`config.mk`:
```
export PLATFORM = sky130hd
export DESIGN_NAME = cpu_exec_ctrl_flat
export DESIGN_NICKNAME = d
export VERILOG_FILES = /design/src/rtl/cpu_exec_ctrl_pkg.sv /design/src/rtl/cpu_exec_ctrl_if.sv /design/src/rtl/cpu_wb_decode.sv /design/src/rtl/cpu_exec_ctrl.sv /design/src/flat_wrapper.sv
export SDC_FILE = /design/constraint.sdc
export NUM_CORES = 1
export LEC_CHECK = 0
export ABC_AREA = 0
export BUFFER_PORTS_ARGS = -buffer_cell sky130_fd_sc_hd__clkbuf_2
export CAP_MARGIN = 30
export CELL_PAD_IN_SITES_DETAIL_PLACEMENT = 1
export CELL_PAD_IN_SITES_GLOBAL_PLACEMENT = 1
export CORE_ASPECT_RATIO = 0.6
export CORE_MARGIN = 8
export CORE_UTILIZATION = 30
export CTS_CLUSTER_DIAMETER = 150
export DETAILED_ROUTE_END_ITERATION = 12
export PLACE_DENSITY = 0.81
export SETUP_SLACK_MARGIN = 0.05
export SYNTH_ARGS = -nofsm -noshare
export SYNTH_HDL_FRONTEND = slang
export SYNTH_HIERARCHICAL = 1
export SYNTH_SLANG_ARGS = --single-unit
```
`constraint.sdc`:
```
create_clock -name clk -period 1.6 [get_ports clk]
set_input_delay 0.24 -clock clk [delete_from_list [all_inputs] [get_ports clk]]
set_output_delay 0.24 -clock clk [all_outputs]
set_load 0.02 [all_outputs]
```
`src/rtl/cpu_exec_ctrl_pkg.sv`:
```
// Shared definitions for the PIC10-style execution sequencer:
// phase encoding, STATUS bit positions, opcode match constants, decode record.
package cpu_exec_ctrl_pkg;

  typedef enum logic [1:0] {
    Q1 = 2'd0,
    Q2 = 2'd1,
    Q3 = 2'd2,
    Q4 = 2'd3
  } phase_t;

  typedef enum logic [1:0] {
    SKIP_NONE  = 2'd0,
    SKIP_ON_Z  = 2'd1,
    SKIP_ON_NZ = 2'd2
  } skip_t;

  localparam int STATUS_C  = 0;
  localparam int STATUS_DC = 1;
  localparam int STATUS_Z  = 2;

  localparam logic [11:0] OP_NOP     = 12'h000;
  localparam logic [11:0] OP_OPTION  = 12'h002;
  localparam logic [11:0] OP_TRIS_LO = 12'h005;
  localparam logic [11:0] OP_TRIS_HI = 12'h007;
  localparam logic [5:0]  OP_DECFSZ  = 6'b001011;
  localparam logic [5:0]  OP_INCFSZ  = 6'b001111;
  localparam logic [1:0]  OP_BCF     = 2'b00;
  localparam logic [1:0]  OP_BSF     = 2'b01;
  localparam logic [1:0]  OP_BTFSC   = 2'b10;
  localparam logic [1:0]  OP_BTFSS   = 2'b11;
  localparam logic [1:0]  OP_RETLW   = 2'b00;

  typedef struct packed {
    logic  w_we;
    logic  f_we;
    logic  option_we;
    logic  tris_we;
    skip_t skip_test;
    logic  flush;
  } wb_ctl_t;

endpackage

```
`src/rtl/cpu_exec_ctrl_if.sv`:
```
// ALU, file bank and program-memory side signals of the execution sequencer.
interface cpu_exec_ctrl_if;
  logic [11:0] instr_in;
  logic [7:0]  alu_out;
  logic [2:0]  alu_status_out;
  logic        status_c_load;
  logic        status_dc_load;
  logic        status_z_load;
  logic [7:0]  file_rdata;
  logic [11:0] alu_op_out;
  logic [7:0]  alu_w_out;
  logic [7:0]  alu_mux_out;
  logic        status_carry_out;
  logic [7:0]  status_out;
  logic [4:0]  file_addr;
  logic [7:0]  file_wdata;
  logic        file_we;
  logic        option_we;
  logic        tris_we;
  logic        pc_inc;
  logic [1:0]  phase;

  modport master (
    input  instr_in, alu_out, alu_status_out, status_c_load, status_dc_load,
           status_z_load, file_rdata,
    output alu_op_out, alu_w_out, alu_mux_out, status_carry_out, status_out,
           file_addr, file_wdata, file_we, option_we, tris_we, pc_inc, phase
  );

  modport slave (
    output instr_in, alu_out, alu_status_out, status_c_load, status_dc_load,
           status_z_load, file_rdata,
    input  alu_op_out, alu_w_out, alu_mux_out, status_carry_out, status_out,
           file_addr, file_wdata, file_we, option_we, tris_we, pc_inc, phase
  );
endinterface

```
`src/rtl/cpu_wb_decode.sv`:
```
// Combinational decode of the instruction register into write-back
// destinations, special-register strobes and skip/flush behaviour.
module cpu_wb_decode
  import cpu_exec_ctrl_pkg::*;
(
  input  logic [11:0] ir,
  output wb_ctl_t     ctl
);

  always_comb begin
    ctl           = '0;
    ctl.skip_test = SKIP_NONE;
    case (ir[11:10])
      2'b00: begin
        if (ir[11:6] == 6'b000000) begin
          // MOVWF has bit 5 set; the rest of this row are NOP/OPTION/TRIS/SLEEP/CLRWDT
          if (ir[5]) begin
            ctl.f_we = 1'b1;
          end else begin
            ctl.option_we = (ir == OP_OPTION);
            ctl.tris_we   = (ir >= OP_TRIS_LO) && (ir <= OP_TRIS_HI);
          end
        end else begin
          // CLRW/CLRF follow the same d-bit rule as the other byte ops
          ctl.f_we = ir[5];
          ctl.w_we = ~ir[5];
          if ((ir[11:6] == OP_DECFSZ) || (ir[11:6] == OP_INCFSZ))
            ctl.skip_test = SKIP_ON_Z;
        end
      end
      2'b01: begin
        case (ir[9:8])
          OP_BCF, OP_BSF: ctl.f_we      = 1'b1;
          OP_BTFSC:       ctl.skip_test = SKIP_ON_Z;
          OP_BTFSS:       ctl.skip_test = SKIP_ON_NZ;
          default:        ctl.f_we      = 1'b0;
        endcase
      end
      2'b10: begin
        ctl.flush = 1'b1;
        ctl.w_we  = (ir[9:8] == OP_RETLW);
      end
      default: ctl.w_we = 1'b1;
    endcase
  end

endmodule

```
`src/rtl/cpu_exec_ctrl.sv`:
```
// Four-phase instruction sequencer: owns IR, W and STATUS, commits write-back
// in Q4 and replaces the next fetch with a NOP on skip or flush.
//   state | meaning
//   Q1    | decode
//   Q2    | operand settles on alu_mux_out
//   Q3    | ALU result settles; skip condition latched on exit
//   Q4    | write-back, strobes and fetch on exit
module cpu_exec_ctrl
  import cpu_exec_ctrl_pkg::*;
#(
  parameter logic [4:0] STATUS_ADDR  = 5'h03,
  parameter logic [7:0] STATUS_RESET = 8'h18
) (
  input  logic               clk,
  input  logic               resetn,
  input  logic               run,
  cpu_exec_ctrl_if.master    bus
);

  phase_t      state;
  phase_t      state_nxt;
  logic [11:0] ir;
  logic [7:0]  w_reg;
  logic [7:0]  status;
  logic [7:0]  status_nxt;
  logic        skip_flag;
  logic        skip_now;
  logic        commit;
  logic        status_hit;
  wb_ctl_t     ctl;

  cpu_wb_decode u_wb_decode (
    .ir  (ir),
    .ctl (ctl)
  );

  always_ff @(posedge clk or negedge resetn) begin
    if (!resetn) state <= Q1;
    else         state <= state_nxt;
  end

  always_comb begin
    state_nxt = state;
    if (run) begin
      case (state)
        Q1:      state_nxt = Q2;
        Q2:      state_nxt = Q3;
        Q3:      state_nxt = Q4;
        default: state_nxt = Q1;
      endcase
    end
  end

  assign commit     = run && (state == Q4);
  assign status_hit = (ir[4:0] == STATUS_ADDR);

  always_comb begin
    skip_now = ctl.flush;
    case (ctl.skip_test)
      SKIP_ON_Z:  skip_now = ctl.flush |  bus.alu_status_out[STATUS_Z];
      SKIP_ON_NZ: skip_now = ctl.flush | ~bus.alu_status_out[STATUS_Z];
      default:    skip_now = ctl.flush;
    endcase
  end

  // Flag loads are applied after the byte write so they override it
  always_comb begin
    status_nxt = status;
    if (commit) begin
      if (ctl.f_we && status_hit)  status_nxt = bus.alu_out;
      if (bus.status_c_load)       status_nxt[STATUS_C]  = bus.alu_status_out[STATUS_C];
      if (bus.status_dc_load)      status_nxt[STATUS_DC] = bus.alu_status_out[STATUS_DC];
      if (bus.status_z_load)       status_nxt[STATUS_Z]  = bus.alu_status_out[STATUS_Z];
    end
  end

  always_ff @(posedge clk or negedge resetn) begin
    if (!resetn) begin
      ir        <= OP_NOP;
      w_reg     <= 8'h00;
      status    <= STATUS_RESET;
      skip_flag <= 1'b0;
    end else begin
      status <= status_nxt;
      if (run && (state == Q3)) skip_flag <= skip_now;
      if (commit) begin
        if (ctl.w_we) w_reg <= bus.alu_out;
        ir        <= skip_flag ? OP_NOP : bus.instr_in;
        skip_flag <= 1'b0;
      end
    end
  end

  assign bus.alu_op_out       = ir;
  assign bus.alu_w_out        = w_reg;
  assign bus.status_out       = status;
  assign bus.status_carry_out = status[STATUS_C];
  assign bus.file_addr        = ir[4:0];
  assign bus.file_wdata       = bus.alu_out;
  assign bus.alu_mux_out      = status_hit ? status : bus.file_rdata;
  assign bus.file_we          = commit && ctl.f_we && !status_hit;
  assign bus.option_we        = commit && ctl.option_we;
  assign bus.tris_we          = commit && ctl.tris_we;
  assign bus.pc_inc           = commit;
  assign bus.phase            = state;

endmodule
```
`src/flat_wrapper.sv`:
```
// flat-port wrapper written by rule: the top's interface ports become plain ports
module cpu_exec_ctrl_flat import cpu_exec_ctrl_pkg::*;
#(
  parameter logic [4:0] STATUS_ADDR  = 5'h03,
  parameter logic [7:0] STATUS_RESET = 8'h18
)
  (clk, resetn, run, bus_instr_in, bus_alu_out, bus_alu_status_out, bus_status_c_load, bus_status_dc_load, bus_status_z_load, bus_file_rdata, bus_alu_op_out, bus_alu_w_out, bus_alu_mux_out, bus_status_carry_out, bus_status_out, bus_file_addr, bus_file_wdata, bus_file_we, bus_option_we, bus_tris_we, bus_pc_inc, bus_phase);
  cpu_exec_ctrl_if bus_i ();
  input  logic clk;
  input  logic resetn;
  input  logic run;
  input wire logic [$bits(bus_i.instr_in)-1:0] bus_instr_in;
  input wire logic [$bits(bus_i.alu_out)-1:0] bus_alu_out;
  input wire logic [$bits(bus_i.alu_status_out)-1:0] bus_alu_status_out;
  input wire logic [$bits(bus_i.status_c_load)-1:0] bus_status_c_load;
  input wire logic [$bits(bus_i.status_dc_load)-1:0] bus_status_dc_load;
  input wire logic [$bits(bus_i.status_z_load)-1:0] bus_status_z_load;
  input wire logic [$bits(bus_i.file_rdata)-1:0] bus_file_rdata;
  output wire logic [$bits(bus_i.alu_op_out)-1:0] bus_alu_op_out;
  output wire logic [$bits(bus_i.alu_w_out)-1:0] bus_alu_w_out;
  output wire logic [$bits(bus_i.alu_mux_out)-1:0] bus_alu_mux_out;
  output wire logic [$bits(bus_i.status_carry_out)-1:0] bus_status_carry_out;
  output wire logic [$bits(bus_i.status_out)-1:0] bus_status_out;
  output wire logic [$bits(bus_i.file_addr)-1:0] bus_file_addr;
  output wire logic [$bits(bus_i.file_wdata)-1:0] bus_file_wdata;
  output wire logic [$bits(bus_i.file_we)-1:0] bus_file_we;
  output wire logic [$bits(bus_i.option_we)-1:0] bus_option_we;
  output wire logic [$bits(bus_i.tris_we)-1:0] bus_tris_we;
  output wire logic [$bits(bus_i.pc_inc)-1:0] bus_pc_inc;
  output wire logic [$bits(bus_i.phase)-1:0] bus_phase;
  assign bus_i.instr_in = bus_instr_in;
  assign bus_i.alu_out = bus_alu_out;
  assign bus_i.alu_status_out = bus_alu_status_out;
  assign bus_i.status_c_load = bus_status_c_load;
  assign bus_i.status_dc_load = bus_status_dc_load;
  assign bus_i.status_z_load = bus_status_z_load;
  assign bus_i.file_rdata = bus_file_rdata;
  assign bus_alu_op_out = bus_i.alu_op_out;
  assign bus_alu_w_out = bus_i.alu_w_out;
  assign bus_alu_mux_out = bus_i.alu_mux_out;
  assign bus_status_carry_out = bus_i.status_carry_out;
  assign bus_status_out = bus_i.status_out;
  assign bus_file_addr = bus_i.file_addr;
  assign bus_file_wdata = bus_i.file_wdata;
  assign bus_file_we = bus_i.file_we;
  assign bus_option_we = bus_i.option_we;
  assign bus_tris_we = bus_i.tris_we;
  assign bus_pc_inc = bus_i.pc_inc;
  assign bus_phase = bus_i.phase;
  cpu_exec_ctrl #(.STATUS_ADDR(STATUS_ADDR), .STATUS_RESET(STATUS_RESET)) u_core (.clk(clk), .resetn(resetn), .run(run), .bus(bus_i));
endmodule
```
# Word-level counts from Yosys, hierarchy flattened
# Cells that the tools add are included.
dict set report totals {
  reg_bits 31
  inputBits 37
  output_inout_bits 56
}
dict set report op_classes {
  magnitude_cmp 2
  n_eq_ne 14
  mux 24
  bitwise_logic 4
  reduce_logical 24
}
# operator count
set ops {}
lappend ops {{12-bit by 2-bit equality test with 1-bit output (second input constant)} 1}
lappend ops {{2-bit equality test (second input constant)} 6}
lappend ops {{6-bit by 4-bit equality test with 1-bit output (second input constant)} 2}
lappend ops {{12-bit by 3-bit >= comparator with 1-bit output (second input constant)} 1}
lappend ops {{12-bit by 3-bit <= comparator with 1-bit output (second input constant)} 1}
lappend ops {{1-bit 2-to-1 mux} 12}
lappend ops {{12-bit 2-to-1 mux} 1}
lappend ops {{2-bit AND reduction} 5}
lappend ops {{2-bit by 1-bit equality test with 1-bit output (second input constant)} 4}
lappend ops {{1-bit logical AND} 8}
lappend ops {{8-bit 2-to-1 mux} 1}
lappend ops {{2-bit case mux with 2 select lines} 2}
lappend ops {{2-bit nonzero test} 4}
lappend ops {{2-bit zero test} 3}
lappend ops {{6-bit zero test} 1}
lappend ops {{2-bit 2-to-1 mux} 3}
lappend ops {{2-bit case mux with 3 select lines} 1}
lappend ops {{5-bit by 2-bit equality test with 1-bit output (second input constant)} 1}
lappend ops {{1-bit case mux with 2 select lines} 2}
lappend ops {{3-bit 2-to-1 mux} 1}
lappend ops {{1-bit case mux with 3 select lines} 1}
lappend ops {{1-bit inverter} 2}
lappend ops {{1-bit bitwise OR} 2}
lappend ops {{2-bit OR reduction} 1}
lappend ops {{2 further kinds} 2}

# Depth between registers and ports, before layout
# Gate-level depths: netlist (run 1).
dict set report depth {
  depth_word 9
  depth_mapped 7
  mapped_depth_nobuf 7
}

# By module
# The synthesis (run 1) kept the hierarchy.
# module n_inst cells_each area_each_um2
set modules_own_cells {}
lappend modules_own_cells {cpu_exec_ctrl 1 155 1670.4}
lappend modules_own_cells {cpu_wb_decode 1 20 141.4}

# Worst setup path before layout (run 1)
# No wires, ideal clock.
dict set report synth_timing {
  path_type {register to register}
  from {register u_core.ir[8] (netlist: u_core/bus.alu_op_out[8])}
  to {register u_core.w_reg[0] (netlist: u_core/bus.alu_w_out[0])}
  setup_ps 125
  arrival_ps 1738
  t_required_ps 1475
  setup_slack_ps -263
  stages_incl_launch_ff 5
  path_buffers 0
  synth_period_minus_slack_ps 1863
  path_cell_list {dfrtp_1 or4_4 a22o_1 nand2_2 mux2_2}
}
# item line
set synth_lines {}
lappend synth_lines {{from (decl)} cpu_exec_ctrl.sv:22} ;# logic [11:0] ir;
lappend synth_lines {{from (signal assigned)} cpu_exec_ctrl.sv:88} ;# ir <= skip_flag ? OP_NOP : bus.instr_in;
lappend synth_lines {{to (signal assigned)} cpu_exec_ctrl.sv:87} ;# if (ctl.w_we) w_reg <= bus.alu_out;
lappend synth_lines {{to (decl)} cpu_exec_ctrl.sv:23} ;# logic [7:0] w_reg;

==> results of run 1 <==
==> worst max path at each step <==
stage | cells past startpoint | slack, ns | start | endpoint
detailed placement | 4 | -0.25 | u_core/bus.alu_op_out[9] | bus_tris_we
CTS | 4 | -0.50 | u_core/bus.alu_op_out[2] | bus_option_we
global placement | 4 | -0.19 | u_core/bus.alu_op_out[9] | bus_tris_we
floorplan | 4 | -0.20 | u_core/bus.alu_op_out[9] | u_core/bus.alu_w_out[1]
global route | 4 | -0.54 | u_core/bus.alu_op_out[2] | bus_option_we
finish | 4 | -0.47 | u_core/bus.alu_op_out[2] | bus_option_we
==> cells in the final DEF, fill, tap and decap left out, types with 3 or more instances in the layout <==
cell and count:
inv_1 7, clkbuf_2 79, nand2_8 4, nor2b_1 4, buf_6 11, mux2_2 11
dfrtp_2 8, o311ai_2 3, dfrtp_1 21, and3_4 3, o21ai_0 15, buf_8 3
a21oi_1 4, nand2b_1 14, and4_1 3, buf_4 23, nand4_1 3, mux2_4 10
clkbuf_8 9, nand2_1 16
==> state kept, by name (all words and copies together), names as in the netlist <==
name	flops
u_core/bus.alu_w_out	8
u_core/bus.alu_op_out	12
u_core/skip_flag	1
u_core/bus.status_out	8
u_core/bus.phase	2
==> metrics by stage <==
stage               TNS [ns]  total power, mW  setup WS, ns
global placement       -3.16             3.79        -0.193
floorplan              -1.93             2.90        -0.197
global route           -8.02             5.61        -0.540
finish                 -6.64             5.25        -0.468
CTS                    -6.83             5.16        -0.498
detailed placement     -3.56             3.88        -0.250
==> worst max-delay path, cell delays in order (launching register included) <==
cell and delay, ns:
dfrtp_2 0.40, or4b_1 0.53, nor4_2 0.27, and3_4 0.22, clkbuf_8 0.13
==> routing by layer <==
layer / vias up / GRT usage [%]
li1: 821 / -
met1: 839 / 19.6
met2: 56 / 21.8
met3: 5 / 4.51
met4: 0 / 3.47
met5: - / 0
==> area by class of cell <==
cell class / count / area (um^2) / share of cell area [%]
multi-input cells: 118 / 1090 / 37.1
well taps: 84 / 105 / 3.59
inverters: 8 / 35.0 / 1.20
flip-flops and latches: 31 / 788 / 26.9
repair buffers: 121 / 796 / 27.2
clock buffers: 6 / 82.6 / 2.82
clock inverters: 2 / 35.0 / 1.20
==> what timing repair did <==
| action | 4_1_cts | 5_1_grt |
|---|---|---|
| setup endpoints to repair | 29 | 29 |
| gates resized for setup | 44 | 29 |
| hold buffers | 1 | 0 |
| endpoints found under the hold margin | 14 | 0 |
| cloned | 1 | 0 |
| buffers inserted | 6 | 2 |
| pin swaps | 15 | 9 |
==> power by group through the flow <==
stage	clock network [mW]	logic, mW	registers, mW
2_1_floorplan	0	1.12	1.79
3_3_place_gp	0	2.44	1.36
3_5_place_dp	0	2.50	1.38
4_1_cts	0.824	2.96	1.38
5_1_grt	0.864	3.31	1.43
6_report	0.801	3.06	1.39
==> cell families (layout without fill, tap and decap cells) <==
logic type | after synthesis | in the layout | synth area share (%)
mux | 22 | 22 | 13.6
xor+xnor | 1 | 1 | 0.484
buf+inv | 27 | 137 | 8.56
flops | 31 | 31 | 43.0
compound gates | 28 | 28 | 8.98
simple gates | 62 | 63 | 22.7
fa+ha+maj | 4 | 4 | 2.76
==> results.json, run 1 <==
{
  "arrival_ns": 1.83,
  "setup_viol": 25,
  "setup_ws_ns": -0.468,
  "fp.dieW_um": 116,
  "reg2reg_from": "u_core/bus.alu_op_out[8]",
  "io_buffers": 92,
  "synthTopCellsByArea": "dfrtp_1 (40%), mux2_2 (13%), buf_4 (5.8%), nand2b_1 (5.5%), o21ai_0 (4.1%)",
  "rrSetupSlack_ns": -0.21,
  "syn-num-nets": 216,
  "grt_usage_pct": 14.5,
  "skew_ns": 0.00458,
  "met2WireLength_um": 2880,
  "whs_path_depth": 3,
  "fin_util_pct": 49.0,
  "synth-seq-area-share_pct": 43.0,
  "worst_slew_pin_slew_ns": 0.450,
  "whs_ns": 0.192,
  "finalCritPeriodShare_pct": 129,
  "power_switching_share_pct": 43.0,
  "io_pins": 93,
  "cts_buffer_depth": 2,
  "synth.distinct_cells": 38,
  "cp-end-kind": "primary output",
  "post-synth-top-area-cell": "dfrtp_1",
  "layout.cells.non_filler": 370,
  "holdPathEnd": "u_core/bus.alu_op_out[4]",
  "power_leakage_nw": 1.47,
  "fin_nets": 326,
  "cts_made_buffers": 5,
  "power_density_mw_per_mm2": 1790,
  "num_rows": 22,
  "required_ns": 1.36,
  "reg2regPathDepth": 4,
  "rsz0062_at_grt": "true",
  "grt_overflow": 0,
  "drt-initial-drc-count": 54,
  "outcome": "complete, but fails checks",
  "synth_seq_cells": 31,
  "synthCells": 175,
  "r2r_end": "u_core/bus.alu_w_out[1]",
  "synth_edf_count": 0,
  "combPwrFrac_pct": 58.3,
  "crit_fanout": 2,
  "num_vias": 1721,
  "clkPwrFrac_pct": 15.2,
  "power_switching_mw": 2.26,
  "slew_violations": 0,
  "synth_ff_type": "dfrtp_1",
  "netlist_area_mm2": 0.00181,
  "wl_met1_um": 3010,
  "max_cap_viol_count": 0,
  "gp_congestion": 0.755,
  "intPower_mw": 2.99,
  "relSlewSlack_pct": 70.0,
  "placed_area_mm2": 0.00246,
  "start_util_pct": 30.3,
  "antennaDiodeCount": 0,
  "syn_avg_cell_area_um2": 10.4,
  "worst-setup-path-type": "reg2out",
  "core_mm2": 0.00597,
  "final_cell_area_mm2": 0.00293,
  "grt_max_degree": 25,
  "worstSetupStartpointType": "flip-flop",
  "route.detailed.drc": 0,
  "route.met3.wl_um": 447,
  "grt_pass1_vias": 1892,
  "antenna_found_initial": 0,
  "dieArea_mm2": 0.00886,
  "die_h_um": 76.2,
  "top_layer": "met4",
  "hold_violations": 0,
  "min_from": "bus_instr_in[4]",
  "netlist_top_cells_count": "dfrtp_1 (29), mux2_2 (21), nand2_1 (16), nand2b_1 (16), o21ai_0 (15)",
  "cts_tree": "yes",
  "period_needed_ns": 2.07,
  "path_clk_slew_ns": 0.07,
  "vdd_drop_max_mv": 0.849,
  "clk-insertion-delay-late_ns": 0.28,
  "violations": "negative setup slack",
  "clock_sinks": 31,
  "dp_hpwl_um": 4870,
  "layout-drive-gt1-share_pct": 65.0,
  "place_inst": 353,
  "fmax_mhz": 484,
  "synthArstFlopShare_pct": 100,
  "seqPwrFrac_pct": 26.5,
  "hold_class": "in2reg",
  "viasPerCell": 4.65,
  "grt_pass1_wl_um": 10100,
  "wl_per_cell_um": 17.3,
  "drtAntennaViolNets": 0,
  "yosysWarningCount": 6,
  "nFillCells": 696,
  "synth_most_common_cell": "dfrtp_1",
  "area_growth_pct": 61.6,
  "drt-total-wl_um": 6380,
  "cts-root-buf": "clkbuf_8",
  "cts.htree.levels": 2,
  "firstDrtPassIters": 4,
  "yosysTopAreaCellShare_pct": 40.1
}
Power figures use the tool's default switching activity.
==> run 2, diff against run 1 <==
Settings changed: PLACE_DENSITY 0.81 to unset, PLACE_DENSITY_LB_ADDON set to 0.2.
==> run 2 against run 1 <==
Compared with the run above: critical endpoint is now bus_tris_we; largest cell class unchanged; final cell count increased by 1.4%; clock skew rose by 0.00096 ns; sequential power barely moved; largest power group unchanged; sequential share of layout area hardly changed; the run still ends with negative setup slack left; critical path depth stayed put; critical path type unchanged; die area did not move; flip-flop and latch count did not move; register-to-register slack worse by 0.15 ns; non-clock buffer count increased by 5; combinational power rose by 5%; first-iteration DRC count decreased by 19%.
==> results.json, run 2 (synthesis gave the netlist of run 1 again) <==
{
  "outcome": "complete, but fails checks",
  "violations": "negative setup slack",
  "dp_hpwl_um": 4770,
  "layout-drive-gt1-share_pct": 64.9,
  "worst-setup-path-type": "reg2out",
  "fin_nets": 331,
  "p_total_mw": 5.20,
  "grt_overflow": 0,
  "reg2reg_from": "u_core/bus.alu_op_out[9]",
  "startpoint": "u_core/bus.alu_op_out[9]",
  "drt-total-wl_um": 6730,
  "worstSetupStartpointType": "flip-flop",
  "layout_common_cells": "clkbuf_2 (80), buf_4 (26), dfrtp_1 (20), nand2_1 (16), o21ai_0 (15)",
  "skew_ns": 0.00555,
  "path_cells": "or4_4 > nor4_2 > and3_4 > buf_8",
  "regArea_um2": 790,
  "cts-root-buf": "clkbuf_8",
  "cts_made_buffers": 5,
  "cp-end-kind": "primary output",
  "drt-initial-drc-count": 44,
  "wl_per_cell_um": 17.9,
  "crit_fanout": 2,
  "worst_slew_pin_slew_ns": 0.745,
  "largest_reg_flops": 12,
  "reg2regPathDepth": 6,
  "drtAntennaViolNets": 0,
  "relSlewSlack_pct": 50.3,
  "gp_congestion": 0.747,
  "finalCritPeriodShare_pct": 129,
  "num_vias": 1707,
  "nFillCells": 679,
  "die_h_um": 76.2,
  "r2r_end": "u_core/bus.alu_w_out[5]",
  "period_needed_ns": 2.07,
  "holdBufCountCts": 0,
  "path_clk_slew_ns": 0.07,
  "firstDrtPassIters": 4,
  "hold_violations": 0,
  "antennaDiodeCount": 0,
  "grt_pass1_wl_um": 10000,
  "setup_viol": 28,
  "power_leakage_nw": 1.47,
  "cts.htree.levels": 2,
  "arrival_ns": 1.83,
  "rrSetupSlack_ns": -0.36,
  "rsz0062_at_grt": "true",
  "critPathBufInv": 1,
  "start_util_pct": 30.3,
  "clk-insertion-delay-late_ns": 0.28,
  "layout_commonest_cell": "clkbuf_2",
  "vdd_drop_max_mv": 0.636,
  "num_rows": 22,
  "max_stage_delay_ns": 0.55,
  "area_growth_pct": 61.7,
  "power_density_mw_per_mm2": 1780,
  "antenna_found_initial": 0,
  "grt_pass1_vias": 1868,
  "placed_area_mm2": 0.00248,
  "fmax_mhz": 484,
  "viasPerCell": 4.55,
  "cp_slowest_cell": "or4_4",
  "cts_buffer_depth": 2,
  "core_mm2": 0.00597,
  "multi_input_area_mm2": 0.00108,
  "dieArea_mm2": 0.00886,
  "max_cap_viol_count": 0,
  "route.detailed.drc": 0,
  "worstSetupEndpoint": "bus_tris_we",
  "crit_family": "simple AND/OR/NAND/NOR gates",
  "io_buffers": 92,
  "slew_violations": 0,
  "io_pins": 93,
  "clock_sinks": 31,
  "final_cell_area_mm2": 0.00293,
  "cts_tree": "yes",
  "hold_class": "in2async",
  "fp.dieW_um": 116,
  "cp_num_cells": 4,
  "setup_ws_ns": -0.468,
  "required_ns": 1.36,
  "grt_usage_pct": 14.2,
  "grt_max_degree": 29
}
[run 2: cell types whose count changed in the layout (fill, tap and decap cells not counted), sizes merged]
cell,before,now
buf,37,43
dlygate4sd3,1,0
bufinv,1,0
clkbuf,89,90
[run 2: what timing repair did]
item / in CTS / in global routing
cloned: 1 / 0
gates resized for setup: 27 / 47
endpoints found under the setup margin: 29 / 29
setup buffers: 4 / 6
pin swaps: 14 / 11
[run 2: layout make-up]
| type | count | share of cell area, % |
|---|---|---|
| Clock buffer | 7 | 2.61 |
| Clock inverter | 1 | 0.171 |
| Tap cell | 84 | 3.59 |
| Multi-Input combinational cell | 118 | 37.0 |
| Inverter | 8 | 1.20 |
| Timing Repair Buffer | 126 | 28.4 |
| Sequential cell | 31 | 27.0 |
[run 2: worst min-delay path by stage]
stage                       from                   endpoint  slack, ns  cells past startpoint
after floorplan           resetn   u_core/bus.alu_op_out[0]      -0.06                      0
after global placement    resetn  u_core/bus.alu_op_out[11]       0.34                      1
after detailed placement  resetn  u_core/bus.alu_op_out[11]       0.35                      1
after CTS                 resetn   u_core/bus.alu_op_out[1]       0.03                      1
after global routing      resetn   u_core/bus.alu_op_out[1]       0.06                      1
final                     resetn   u_core/bus.alu_op_out[6]       0.01                      1
[run 2: report_power, final]
group / switching, mW / internal (mW)
Sequential: 0.292 / 1.11
Combinational: 1.72 / 1.48
Clock: 0.293 / 0.305
[run 2: worst register-to-register path, delay by kind of cell (launching register included)]
family / cells / cell delay [ns]
simple gates: 2 / 0.66
flops: 1 / 0.40
mux: 1 / 0.31
buf+inv: 2 / 0.24
compound gates: 1 / 0.23
[run 2: per-stage QoR]
| stage | hold slack, ns | setup TNS [ns] | worst slack [ns] | std cells | utilization (%) |
|---|---|---|---|---|---|
| after detailed placement | 0.345 | -4.02 | -0.213 | 356 | 41.6 |
| after global placement | 0.343 | -3.23 | -0.192 | 356 | 41.6 |
| final | 0.0139 | -7.99 | -0.468 | 375 | 49.0 |
| after global routing | 0.0596 | -9.69 | -0.552 | 375 | 49.0 |
| after floorplan | -0.0556 | -1.93 | -0.197 | 175 | - |
| after CTS | 0.0347 | -6.92 | -0.501 | 369 | 45.4 |
[run 2: per-layer routing]
metal,global-route usage [%],vias up,part of all wire (%),wire [um]
met5,0,-,0,0
met1,18.5,826,46,3080
met4,4.38,0,0.53,36
met2,22.2,45,49,3270
li1,-,834,-,-
met3,3.96,2,5.1,344
